File: config.mk
export PLATFORM = sky130hd
export DESIGN_NAME = req_dispatch_queue
export DESIGN_NICKNAME = d
export VERILOG_FILES = /design/src/rtl/req_queue_pkg.sv /design/src/rtl/req_fifo.sv /design/src/rtl/req_dispatch_queue.sv
export SDC_FILE = /design/constraint.sdc
export NUM_CORES = 1
export LEC_CHECK = 0
export CAP_MARGIN = 0
export CORE_MARGIN = 5
export CORE_UTILIZATION = 56
export CTS_BUF_LIST = sky130_fd_sc_hd__clkbuf_2
export CTS_CLUSTER_DIAMETER = 200
export DETAILED_ROUTE_END_ITERATION = 10
export HOLD_SLACK_MARGIN = 0.12
export PLACE_DENSITY_LB_ADDON = 0.25
export SLEW_MARGIN = 20
export SYNTH_ARGS = -nofsm -noshare
export SYNTH_HDL_FRONTEND = slang
export SYNTH_SLANG_ARGS = --single-unit
File: constraint.sdc
create_clock -name clk -period 4.65 [get_ports clk]
set_input_delay 0.93 -clock clk [delete_from_list [all_inputs] [get_ports clk]]
set_output_delay 0.93 -clock clk [all_outputs]
set_load 0.02 [all_outputs]
File: src/rtl/req_queue_pkg.sv
// Shared constants and instruction-field helpers for the request dispatch queue.
package req_queue_pkg;

    // Opcode values that select a destination channel.
    localparam int unsigned OP_AES = 0;
    localparam int unsigned OP_SHA = 1;

    // Width of one queued instruction: {opcode, key_addr, text_addr}.
    function automatic int unsigned calc_instrw(int unsigned addrw, int unsigned opcodew);
        return 2 * addrw + opcodew;
    endfunction

    // Field extractors; the instruction is zero-extended to 64 bits by the caller.
    function automatic logic [63:0] field_opcode(logic [63:0] instr, int unsigned addrw,
                                                 int unsigned opcodew);
        logic [63:0] mask;
        mask = (64'd1 << opcodew) - 64'd1;
        return (instr >> (2 * addrw)) & mask;
    endfunction

    function automatic logic [63:0] field_key_addr(logic [63:0] instr, int unsigned addrw);
        logic [63:0] mask;
        mask = (64'd1 << addrw) - 64'd1;
        return (instr >> addrw) & mask;
    endfunction

    function automatic logic [63:0] field_text_addr(logic [63:0] instr, int unsigned addrw);
        logic [63:0] mask;
        mask = (64'd1 << addrw) - 64'd1;
        return instr & mask;
    endfunction

endpackage

File: src/rtl/req_fifo.sv
// One channel FIFO: circular buffer with registered occupancy count.
module req_fifo #(
    parameter int unsigned WIDTH = 18,
    parameter int unsigned DEPTH = 16,
    localparam int unsigned CNTW = $clog2(DEPTH) + 1
) (
    input  logic             clk,
    input  logic             rst_n,
    input  logic             push_i,
    input  logic [WIDTH-1:0] din_i,
    input  logic             pop_i,
    output logic [WIDTH-1:0] dout_o,
    output logic             valid_o,
    output logic             full_o,
    output logic [CNTW-1:0]  count_o
);
    localparam int unsigned PTRW = $clog2(DEPTH);

    logic [WIDTH-1:0] mem_q [DEPTH];
    logic [PTRW-1:0]  wr_ptr_q, wr_ptr_d;
    logic [PTRW-1:0]  rd_ptr_q, rd_ptr_d;
    logic [CNTW-1:0]  count_q, count_d;
    logic             push_eff, pop_eff;

    assign valid_o = (count_q != '0);
    assign full_o  = (count_q == CNTW'(DEPTH));
    assign count_o = count_q;
    // Empty channel shows zeros instead of stale storage.
    assign dout_o  = valid_o ? mem_q[rd_ptr_q] : '0;

    // Qualify handshakes so a full push or empty pop has no effect.
    assign push_eff = push_i && !full_o;
    assign pop_eff  = pop_i && valid_o;

    // Next-state pointers and count; pointers wrap naturally at DEPTH.
    always_comb begin
        wr_ptr_d = wr_ptr_q;
        rd_ptr_d = rd_ptr_q;
        count_d  = count_q;
        if (push_eff) wr_ptr_d = wr_ptr_q + PTRW'(1);
        if (pop_eff)  rd_ptr_d = rd_ptr_q + PTRW'(1);
        unique case ({push_eff, pop_eff})
            2'b10:   count_d = count_q + CNTW'(1);
            2'b01:   count_d = count_q - CNTW'(1);
            default: count_d = count_q;
        endcase
    end

    // Pointer and count registers; reset discards all entries.
    always_ff @(posedge clk or negedge rst_n) begin
        if (!rst_n) begin
            wr_ptr_q <= '0;
            rd_ptr_q <= '0;
            count_q  <= '0;
        end else begin
            wr_ptr_q <= wr_ptr_d;
            rd_ptr_q <= rd_ptr_d;
            count_q  <= count_d;
        end
    end

    // Storage array, written at the tail on an accepted push.
    always_ff @(posedge clk) begin
        if (push_eff) mem_q[wr_ptr_q] <= din_i;
    end

endmodule

File: src/rtl/req_dispatch_queue.sv
// Routes instructions by opcode into per-engine FIFOs with independent handshakes.
module req_dispatch_queue
    import req_queue_pkg::*;
#(
    parameter int unsigned ADDRW   = 8,
    parameter int unsigned OPCODEW = 2,
    parameter int unsigned NCH     = 2,
    parameter int unsigned DEPTH   = 16,
    localparam int unsigned INSTRW = calc_instrw(ADDRW, OPCODEW),
    localparam int unsigned CNTW   = $clog2(DEPTH) + 1
) (
    input  logic                  clk,
    input  logic                  rst_n,
    input  logic                  valid_in,
    input  logic [OPCODEW-1:0]    opcode,
    input  logic [ADDRW-1:0]      key_addr,
    input  logic [ADDRW-1:0]      text_addr,
    output logic                  ready_out,
    input  logic [NCH-1:0]        ready_in,
    output logic [NCH-1:0]        valid_out,
    output logic [NCH*INSTRW-1:0] instr,
    output logic [NCH*CNTW-1:0]   count,
    output logic                  err_illegal
);
    logic [NCH-1:0]    full;
    logic [NCH-1:0]    push;
    logic [INSTRW-1:0] din;
    logic              legal;
    logic              err_q, err_d;

    assign din = {opcode, key_addr, text_addr};

    // Opcode decode and ready mux; deliberately independent of ready_in.
    always_comb begin
        legal     = 1'b0;
        ready_out = 1'b1;
        push      = '0;
        for (int c = 0; c < int'(NCH); c++) begin
            if (opcode == OPCODEW'(c)) begin
                legal     = 1'b1;
                ready_out = !full[c];
                push[c]   = valid_in && !full[c];
            end
        end
    end

    // Sticky illegal-opcode flag; an illegal instruction is always accepted and dropped.
    always_comb begin
        err_d = err_q | (valid_in && !legal);
    end

    // Error flag register, cleared only by reset.
    always_ff @(posedge clk or negedge rst_n) begin
        if (!rst_n) err_q <= 1'b0;
        else        err_q <= err_d;
    end

    assign err_illegal = err_q;

    for (genvar c = 0; c < NCH; c++) begin : g_ch
        req_fifo #(
            .WIDTH (INSTRW),
            .DEPTH (DEPTH)
        ) u_fifo (
            .clk     (clk),
            .rst_n   (rst_n),
            .push_i  (push[c]),
            .din_i   (din),
            .pop_i   (ready_in[c]),
            .dout_o  (instr[c*INSTRW +: INSTRW]),
            .valid_o (valid_out[c]),
            .full_o  (full[c]),
            .count_o (count[c*CNTW +: CNTW])
        );
    end

endmodule

**Word-level counts from Yosys, hierarchy flattened**

Memories as Yosys holds them, arrays and structs flattened.
Index checks and enable logic that the tools add are counted.

- Flip-flop bits (word level): 27
- Memory bits (writable): 576
- Bits of input ports: 23
- Word-level logic and storage cells: 54
- Memories: 2

Memory list:

| name | words | bits a word | rd ports | clocked after memory_dff | write ports | line | RTL |
|---|---|---|---|---|---|---|---|
| g_ch[0].u_fifo.mem_q | 16 | 18 | 1 | 0 | 1 | req_fifo.sv:19 | `logic [WIDTH-1:0] mem_q [DEPTH];` |
| g_ch[1].u_fifo.mem_q | 16 | 18 | 1 | 0 | 1 | req_fifo.sv:19 |  |

- $add $sub $neg: 8
- Eq/ne operators: 7
- Muxes and demuxes: 14
- Bitwise gates (word level): 1
- Reductions and logical operators: 15

Operators with widths:

| operator | count |
|---|---|
| two-way mux 18 bit | 2 |
| case mux 5 bit (2 select lines) | 2 |
| adder 4 x 1 -> 4 bit, second input constant | 4 |
| adder 5 x 1 -> 5 bit, second input constant | 2 |
| == test 5 bit, second input constant | 2 |
| two-way mux 1 bit | 10 |
| nonzero test 5 bit | 2 |
| subtractor 5 x 1 -> 5 bit, second input constant | 2 |
| logical AND 1 bit | 7 |
| == test 2 x 1 -> 1 bit, second input constant | 3 |
| == test 2 bit, second input constant | 2 |
| nonzero test 2 bit | 2 |
| logical NOT 1 bit | 3 |
| logical NOT 2 bit | 1 |
| bitwise OR 1 bit | 1 |

**Depth between registers and ports, before layout**

Gate-level depths: netlist of run 1.

- Depth in word-level cells: 7
- Mapped depth: 13
- Depth with buffers taken out: 10

**By module**

A second synthesis of run 1 with hierarchy kept.

- Cell total of the unflattened synthesis: 1068
- Area, all modules: 23642.7 um^2

By module, submodules not included:

| module | times used | cells each | area an instance (um^2) | seq. area each (um^2) |
|---|---|---|---|---|
| req_fifo | 2 | 531 | 11786.3 | 8973.6 |
| req_dispatch_queue | 1 | 6 | 70.1 | 25.0 |

**Worst setup path after synthesis of run 1**

No wires, ideal clock.

- Path type: input to register
- Start point: input opcode[1]
- End point: memory g_ch[0].u_fifo.mem_q[0][0], enable pin
- Setup time: 446 ps
- Arrival: 3466 ps
- Data required time: 4204 ps
- Path slack: 739 ps
- Stages: 4
- Buffers on the path: 0
- Path through: nor3b_1 a21boi_0 inv_1 nor4b_1

- Longest elaborated chain between the ends: 5

Ends and longest elaborated chain:

| what | line | RTL |
|---|---|---|
| start: declaration | req_dispatch_queue.sv:15 | `input logic [OPCODEW-1:0] opcode,` |
| logical NOT 2 bit | req_dispatch_queue.sv:39 | `if (opcode == OPCODEW'(c)) begin` |
| two-way mux 1 bit | req_dispatch_queue.sv:39 |  |
| logical AND 1 bit | req_fifo.sv:32 | `assign push_eff = push_i && !full_o;` |
| two-way mux 1 bit | req_fifo.sv:64 | `if (push_eff) mem_q[wr_ptr_q] <= din_i;` |
| two-way mux 1 bit (implied by the code) | req_fifo.sv:64 |  |
| end: declaration | req_fifo.sv:19 |  |

Every way passes these cells.

**Worst setup path in the final report of run 1**

- Start point: register g_ch[0].u_fifo.rd_ptr_q[1]
- End point: output instr[8]

- Longest elaborated chain between the ends: 2

Ends and longest elaborated chain:

| what | line | RTL |
|---|---|---|
| start: declaration | req_fifo.sv:21 | `logic [PTRW-1:0] rd_ptr_q, rd_ptr_d;` |
| start signal: assignment | req_fifo.sv:57 | `rd_ptr_q <= rd_ptr_d;` |
| memory read (16 x 18 bit) | n/a |  |
| two-way mux 18 bit | req_fifo.sv:29 | `assign dout_o = valid_o ? mem_q[rd_ptr_q] : '0;` |
| end: declaration | req_dispatch_queue.sv:21 | `output logic [NCH*INSTRW-1:0] instr,` |

Every way passes these cells.

==> results.cfg, run 1 <==
[power_and_ir_drop]
p_int_w = 0.01046
p_switching_w = 0.004988
combPwrFrac = 0.353
p_leak_nw = 9.225
power.density_mw_per_mm2 = 568.5
finalPower_w = 0.01545
p_clk_frac = 0.224
vdd_drop_max_uv = 440.1
swShare = 0.3229
p_seq_frac = 0.423

[run]
drv_cap = 0

[placed_design]
pre_cts_slack_ps = 639.3
place_congestion = 0.7813
dp_hpwl_um = 29260
port_buffers = 72

[worst_setup_path]
r2r-end = g_ch[1].u_fifo.count_o[4]
startpoint_type = flop
worst_ep_required_time_ps = 3720
worst_path_max_delay_cell = clkdlybuf4s50_1
crit_fanout = 34
regToRegStartpoint = g_ch[1].u_fifo.count_o[1]
crit_chain = buf_12 -> mux4_2 -> mux2_2 -> a221o_1 -> clkdlybuf4s50_1
cp-end-kind = output port
arrival_ps = 3560
max_stage_delay_ps = 570
worst-setup-path-type = flop to output port
r2r_slack_ps = 1350
reg2regPathDepth = 11

[synth]
yosys.area.top_type = edfxtp_1
ys_seq_area_frac = 0.7534
synthDominantCellAreaShare = 0.7251
avgSynthCellArea_sq_um = 21.67
yosysWarnings = 0
synth_cell_types = 51
synth_area_leaders = edfxtp_1 73%, mux4_2 13%, dfrtp_1 2.8%
syn-num-nets = 1142
ys_ff_latch = 603
synthCells = 1101
synth_area_sq_mm = 0.02386

[finish]
area_growth_pct = 13.90
layout_commonest_cell = edfxtp_1
final_cell_mix = 576 x edfxtp_1, 219 x clkbuf_2, 142 x mux4_2
layout-drive-gt1-share = 0.3730
nets = 1398

[clock_network]
root_buffer = clkbuf_2
clkLatencyLatePin_ps = 1040
cts_buffer_depth = 3
cts_made_buffers = 150
clock_sinks = 603
cts-htree-levels = 4
clk_pin_slew_ps = 100
cts_tree = done

[sta]
hold_slack_ps = 400.2
worst_slack_ps = 161.6
period_share = 0.9653
slew_headroom = 0.2714
setup_tns_ps = 0
report.final.slew_viol_count = 0
worst_slew_pin_slew_ps = 1090
final-hold-violation-count = 0
setup_viol = 0
fmax_mhz = 222.8
finalCriticalPeriod_ps = 4488
skew_ps = 59.90

[route]
routed_via_density = 5.974
drc = 0
drt-total-wl_um = 50040
wire_per_inst_um = 24.96
dr_total_vias = 11977
drt_iter0_drc = 947
drt-pass1-iter-count = 5
final_antenna_net_count = 0

[grt]
grt_usage = 0.2175
antenna_found_initial = 2
grt_pass1_wl_um = 75850
grt_max_degree = 59
overflow = 0
grt_pass1_vias = 12432

[floorplanning]
die_h_um = 216.4
io_pins = 73
core_sq_mm = 0.04204
start_util = 0.5674
die_area_sq_mm = 0.04683
rows = 75
die_width_um = 216.4

[outcome]
status = completed

[hold_path]
hp-class = input port to asynchronous set/reset pin
[metal layers]
metal,track usage,wire [um],vias up
met2,0.3621,25800,480
met4,0.07017,845,0
met3,0.04493,3363,64
met5,0,0,-
li1,-,-,5210
met1,0.2944,20030,6223
[critical path: cells and delay by family, from the launching register on]
family,cells,cell delay [ps]
AO/OA/AOI/OAI,1,370
multiplexers,2,840
buffers and inverters,2,830
flip-flops,1,480
[registers in the layout, indices dropped and copies added, names as in the netlist]
signal / flops
g_ch.u_fifo.rd_ptr_q: 8
err_illegal: 1
g_ch.u_fifo.mem_q: 576
g_ch.u_fifo.count_o: 10
g_ch.u_fifo.wr_ptr_q: 8
[metrics by stage]
step | cells | cell area (sq um) | utilization
after floorplan | 1101 | 23860 | -
after global placement | 1715 | 25590 | 0.6088
after detailed placement | 1715 | 25580 | 0.6084
after CTS | 1983 | 27050 | 0.6434
after global routing | 2005 | 27170 | 0.6463
final | 2005 | 27170 | 0.6463
[area by class of cell]
cell class                      count  area [sq um]
Timing Repair Buffer              167          1533
Clock buffer                      219          1096
Multi-Input combinational cell    428          5587
Inverter                            7         26.28
Tap cell                          539         674.4
Clock inverter                     40         257.7
Fill cell                        2939         14870
Sequential cell                   603         17990
Antenna cell                        2         5.005
[kinds of logic after synthesis]
group,synth area share
XOR/XNOR,0.008077
AO/OA/AOI/OAI,0.02276
adder cells (fa/ha/maj),0.009441
buffers and inverters,0.01526
multiplexers,0.1617
AND/OR/NAND/NOR,0.02937
flip-flops,0.7534
[worst max path at each step]
stage,start,end,slack (ps),depth (start not counted)
floorplan,opcode[1],g_ch[0].u_fifo.mem_q[0][0],740,4
global placement,opcode[0],g_ch[0].u_fifo.count_o[4],620,12
detailed placement,opcode[0],g_ch[0].u_fifo.count_o[4],640,12
CTS,g_ch[0].u_fifo.rd_ptr_q[0],instr[2],1,5
global route,g_ch[1].u_fifo.rd_ptr_q[1],instr[25],-0.1,6
finish,g_ch[0].u_fifo.rd_ptr_q[1],instr[8],160,5
[synthesized netlist by cell type, drive strengths merged]
cell,instances
edfxtp,576
mux4,142
buf,42
mux2,39
dfrtp,27
mux2i,22
o21ai,22
a21oi,21
clkbuf,21
a221o,18
ha,18
nor2b,14
xnor2,14
and2,13
nand2,11
nor3b,10
and4,9
nor2,9
xor2,8
and2b,7
inv,7
nand3b,5
nand4,5
nor4b,5
nand2b,4
nand3,4
a31oi,3
and3b,3
o211ai,3
a21boi,2
a311oi,2
and3,2
nor4,2
o21a,2
o31ai,2
or2,2
a21o,1
a22oi,1
a32oi,1
o22ai,1
or4,1
[power by group through the flow]
| stage | sequential, W | clock, W | combinational (W) |
|---|---|---|---|
| after global placement | 0.00681 | 0 | 0.00506 |
| after global routing | 0.00658 | 0.00388 | 0.00581 |
| after detailed placement | 0.00683 | 0 | 0.00509 |
| after CTS | 0.00659 | 0.00357 | 0.00536 |
| after floorplan | 0.00648 | 0 | 0.00361 |
| final | 0.00654 | 0.00346 | 0.00545 |
[what timing repair did]
action	4_1_cts	5_1_grt
hold buffers	0	1
buffers inserted	9	19
cloned	0	0
setup endpoints to repair	28	24
hold endpoints to repair	0	18
resized for setup	1	9
pin swaps	1	0
No activity file was read; power rests on OpenSTA's default activity.
==> inputs of run 2 (changes only) <==
- CAP_MARGIN: 0 -> 30
- CTS_BUF_LIST: sky130_fd_sc_hd__clkbuf_2 -> default
==> results.cfg, run 2 (synthesis gave the netlist of run 1 again) <==
[sta]
hold_slack_ps = 484.6
worst_slew_pin_slew_ps = 871.8
final-hold-violation-count = 0
fmax_mhz = 229.8
period_share = 0.9357
setup_tns_ps = 0
finalCriticalPeriod_ps = 4351
rsz0062_at_grt = false
slew_headroom = 0.4188
setup_viol = 0
report.final.slew_viol_count = 0
skew_ps = 16.16

[route]
drc = 0
wire_per_inst_um = 26.61
drt_iter0_drc = 1132
drt-pass1-iter-count = 5
dr_total_vias = 11337
final_antenna_net_count = 0
routed_via_density = 6.202
drt-total-wl_um = 48630

[power_and_ir_drop]
vdd_drop_max_uv = 692.4
p_seq_frac = 0.412
p_int_w = 0.01141
p_clk_frac = 0.277
swShare = 0.2969
p_leak_nw = 8.902
p_switching_w = 0.004819
power.density_mw_per_mm2 = 590.9
combPwrFrac = 0.310

[worst_setup_path]
regToRegStartpoint = g_ch[1].u_fifo.count_o[1]
worst_path_max_delay_cell = dfrtp_4
reg2regPathDepth = 11
cp-end-kind = output port
r2r-end = g_ch[1].u_fifo.count_o[4]
max_stage_delay_ps = 680
critPathLaunch = g_ch[0].u_fifo.rd_ptr_q[1]
r2r_slack_ps = 1380
crit_fanout = 34
worst-setup-path-type = flop to output port
startpoint_type = flop
worst_ep_required_time_ps = 3720
arrival_ps = 3420
crit_chain = buf_12 -> mux4_2 -> mux2_2 -> a221o_1 -> clkdlybuf4s50_1
crit_end = instr[16]

[grt]
grt_max_degree = 59
overflow = 0
grt_pass1_wl_um = 73770
grt_usage = 0.2111
grt_pass1_vias = 11553
antenna_found_initial = 0

[clock_network]
clock_sinks = 603
cts_tree = done
cts_buffer_depth = 3
clkLatencyLatePin_ps = 610
hold_buffers = 0
cts-htree-levels = 2
root_buffer = clkbuf_16
post_cts_buffers = 0
cts_made_buffers = 58
clk_pin_slew_ps = 60
cts_resized = 0

[floorplanning]
die_h_um = 216.4
die_area_sq_mm = 0.04683
start_util = 0.5674
core_sq_mm = 0.04204
die_width_um = 216.4
rows = 75
io_pins = 73

[placed_design]
dp_hpwl_um = 29490
port_buffers = 72
place_congestion = 0.7813

[finish]
layout_commonest_cell = edfxtp_1
largest_reg_flops = 576
nets = 1285
num_antenna_cells = 0
area_growth_pct = 15.14
top_register = g_ch.u_fifo.mem_q
layout-drive-gt1-share = 0.2824
final_cell_mix = 576 x edfxtp_1, 142 x mux4_2, 63 x clkdlybuf4s50_1

[hold_path]
hp-class = flop to flop

[run]
drv_cap = 0

[outcome]
status = completed
run 2: cell count changes in the layout (fill, tap and decap cells not counted), moves of 6 or more:
cell and delta:
buf_4 -22, clkbuf_1 +18, clkbuf_16 +59, clkbuf_2 -219, clkdlybuf4s50_1 +11, clkinv_1 -17, dlymetal6s2s_1 -6
run 2: how the worst min path moves through the flow:
stage | from | endpoint | depth (start not counted)
after floorplan | g_ch[0].u_fifo.rd_ptr_q[2] | g_ch[0].u_fifo.rd_ptr_q[2] | 1
after global placement | err_illegal | err_illegal | 1
after detailed placement | err_illegal | err_illegal | 1
after CTS | err_illegal | err_illegal | 1
after global routing | err_illegal | err_illegal | 1
final | err_illegal | err_illegal | 1
run 2: per-layer routing:
metal | GRT usage | part of all wire | wire length, um
met1 | 0.2971 | 0.41 | 19860
met2 | 0.3548 | 0.51 | 24730
met3 | 0.03028 | 0.062 | 3027
met4 | 0.05745 | 0.021 | 1016
met5 | 0 | 0 | 0
run 2: cell type report:
| class | count | area [sq um] |
|---|---|---|
| Sequential cell | 603 | 17990 |
| Fill cell | 2771 | 14570 |
| Multi-Input combinational cell | 428 | 5587 |
| Clock buffer | 77 | 1544 |
| Timing Repair Buffer | 146 | 1384 |
| Tap cell | 539 | 674.4 |
| Clock inverter | 28 | 262.8 |
| Inverter | 7 | 26.28 |
run 2: power groups by stage:
stage	clock network, W	logic, W	registers, W
after floorplan	0	0.00361	0.00648
after detailed placement	0	0.00509	0.00683
after global placement	0	0.00506	0.00681
after global routing	0.00483	0.00537	0.00676
after CTS	0.00459	0.00512	0.00671
final	0.00450	0.00504	0.00669
run 2: metrics by stage:
| stage | utilization | total power [W] | worst slack [ps] | cell area, sq um | instances |
|---|---|---|---|---|---|
| after floorplan | - | 0.01009 | 738.6 | 23860 | 1101 |
| after global placement | 0.6088 | 0.01187 | 617.6 | 25590 | 1715 |
| after detailed placement | 0.6101 | 0.01192 | 601.1 | 25650 | 1720 |
| after CTS | 0.6531 | 0.01643 | 220.3 | 27460 | 1825 |
| after global routing | 0.6534 | 0.01696 | 164.0 | 27470 | 1828 |
| final | 0.6534 | 0.01623 | 299.2 | 27470 | 1828 |
run 2: critical path: cells and delay by family, from the launching register on:
kind / cells / cell delay (ps)
buf+inv: 2 / 870
mux: 2 / 830
compound gates: 1 / 360
flops: 1 / 680
==> inputs of run 3 (changes only) <==
- CTS_BUF_LIST: default -> sky130_fd_sc_hd__clkbuf_16
==> results.cfg, run 3 (synthesis gave the netlist of run 1 again) <==
[outcome]
status = completed

[worst_setup_path]
worst_path_max_delay_cell = dfrtp_4
worst_ep_required_time_ps = 3720
crit_chain = buf_12 -> mux4_2 -> mux2_2 -> a221o_1 -> clkdlybuf4s50_1
worst-setup-path-type = flop to output port
startpoint_type = flop
cp-end-kind = output port
max_stage_delay_ps = 680
arrival_ps = 3410
crit_fanout = 34

[power_and_ir_drop]
combPwrFrac = 0.311
p_leak_nw = 8.977
swShare = 0.2978
power.density_mw_per_mm2 = 589.6
finalPower_w = 0.01620
p_clk_frac = 0.276
p_seq_frac = 0.413
p_switching_w = 0.004823
vdd_drop_max_uv = 693.1
p_int_w = 0.01137

[placed_design]
dp_hpwl_um = 29490
place_congestion = 0.7813
port_buffers = 72
dpl_cell_area_sq_mm = 0.02565

[grt]
grt_usage = 0.2111
grt_pass1_vias = 11556
use_met2 = 0.3548
antenna_found_initial = 0
grt_pass1_wl_um = 73770
overflow = 0
grt_busiest_layer = met2
use_met1 = 0.2971
grt_max_degree = 59
met3_usage = 0.03028

[run]
drv_cap = 0

[clock_network]
clk_pin_slew_ps = 60
clkLatencyLatePin_ps = 610
cts_resized = 0
cts_tree = done
root_buffer = clkbuf_16
clock_sinks = 603
cts_buffer_depth = 3
cts_made_buffers = 58
post_cts_buffers = 0
cts-htree-levels = 2
hold_buffers = 0

[route]
wire_per_inst_um = 26.58
dr_total_vias = 11280
drt-total-wl_um = 48590
drt-pass1-iter-count = 5
drt_iter0_drc = 1113
routed_via_density = 6.171
drc = 0
final_antenna_net_count = 0

[sta]
slew_headroom = 0.4076
worst_slew_pin_slew_ps = 888.6
skew_ps = 15.89
final-hold-violation-count = 0
fmax_mhz = 230.3
setup_tns_ps = 0
finalCriticalPeriod_ps = 4341
period_share = 0.9336
report.final.slew_viol_count = 0
setup_viol = 0
rsz0062_at_grt = false

[finish]
layout_commonest_cell = edfxtp_1
largest_reg_flops = 576
top_register = g_ch.u_fifo.mem_q
num-fill-cells = 2771
nets = 1285
area_growth_pct = 15.14
design_area_sq_mm = 0.02747
num_antenna_cells = 0
final_cell_mix = 576 x edfxtp_1, 142 x mux4_2, 63 x clkdlybuf4s50_1
layout-drive-gt1-share = 0.2824

[hold_path]
hp-class = flop to flop

[floorplanning]
rows = 75
die_area_sq_mm = 0.04683
core_sq_mm = 0.04204
die_h_um = 216.4
die_width_um = 216.4
io_pins = 73
start_util = 0.5674
==> run 3: cell count changes in the layout (fill, tap and decap cells not counted), sizes merged <==
| cell | delta |
|---|---|
| clkbuf | -18 |
| inv | +18 |
==> run 3: layout make-up <==
| cell class | count | area [sq um] | share of cell area |
|---|---|---|---|
| sequential | 603 | 17990 | 0.6549 |
| multi-input combinational | 428 | 5587 | 0.2034 |
| clock buffer | 59 | 1476 | 0.05375 |
| timing repair buffer | 146 | 1384 | 0.05038 |
| tap | 539 | 674.4 | 0.02455 |
| clock inverter | 46 | 330.3 | 0.01203 |
| inverter | 7 | 26.28 | 0.0009566 |
==> run 3: per-stage QoR <==
stage                     std cells  hold WS [ps]  setup slack (ps)    util
after floorplan                1101         547.9             738.6       -
after global placement         1715         474.0             617.6  0.6088
after detailed placement       1720         481.8             601.1  0.6101
after CTS                      1825         494.9             220.3  0.6531
after global routing           1828         512.4             164.0  0.6534
final                          1828         484.6             308.7  0.6534
==> run 3: routing by layer <==
metal | part of all wire | wire [um] | vias to the layer above
met5 | 0 | 0 | -
met2 | 0.51 | 24740 | 419
li1 | - | - | 4876
met1 | 0.40 | 19680 | 5911
met4 | 0.021 | 1016 | 0
met3 | 0.065 | 3150 | 74
==> run 3: power by group through the flow <==
| stage | Combinational [W] | Clock (W) | Sequential (W) |
|---|---|---|---|
| after CTS | 0.00512 | 0.00456 | 0.00671 |
| after floorplan | 0.00361 | 0 | 0.00648 |
| final | 0.00504 | 0.00447 | 0.00669 |
| after global placement | 0.00506 | 0 | 0.00681 |
| after detailed placement | 0.00509 | 0 | 0.00683 |
| after global routing | 0.00537 | 0.00479 | 0.00676 |
==> run 3: path summary, 6_finish.rpt <==
check	cells after the start	to	slack (ps)	start
worst max-delay path	5	instr[16]	310	g_ch[0].u_fifo.rd_ptr_q[1]
worst min-delay path	1	err_illegal	480	err_illegal
worst max register to register	11	g_ch[1].u_fifo.count_o[4]	1380	g_ch[1].u_fifo.count_o[1]
worst min register to register	1	err_illegal	480	err_illegal
max in group asynchronous	2	g_ch[0].u_fifo.rd_ptr_q[1]	3630	rst_n
min in group asynchronous	1	g_ch[0].u_fifo.rd_ptr_q[0]	570	rst_n
==> run 3: critical path: cells and delay by family (launching register included) <==
kind	cells	cell delay, ps
mux	2	840
buf+inv	2	870
flops	1	680
compound gates	1	350
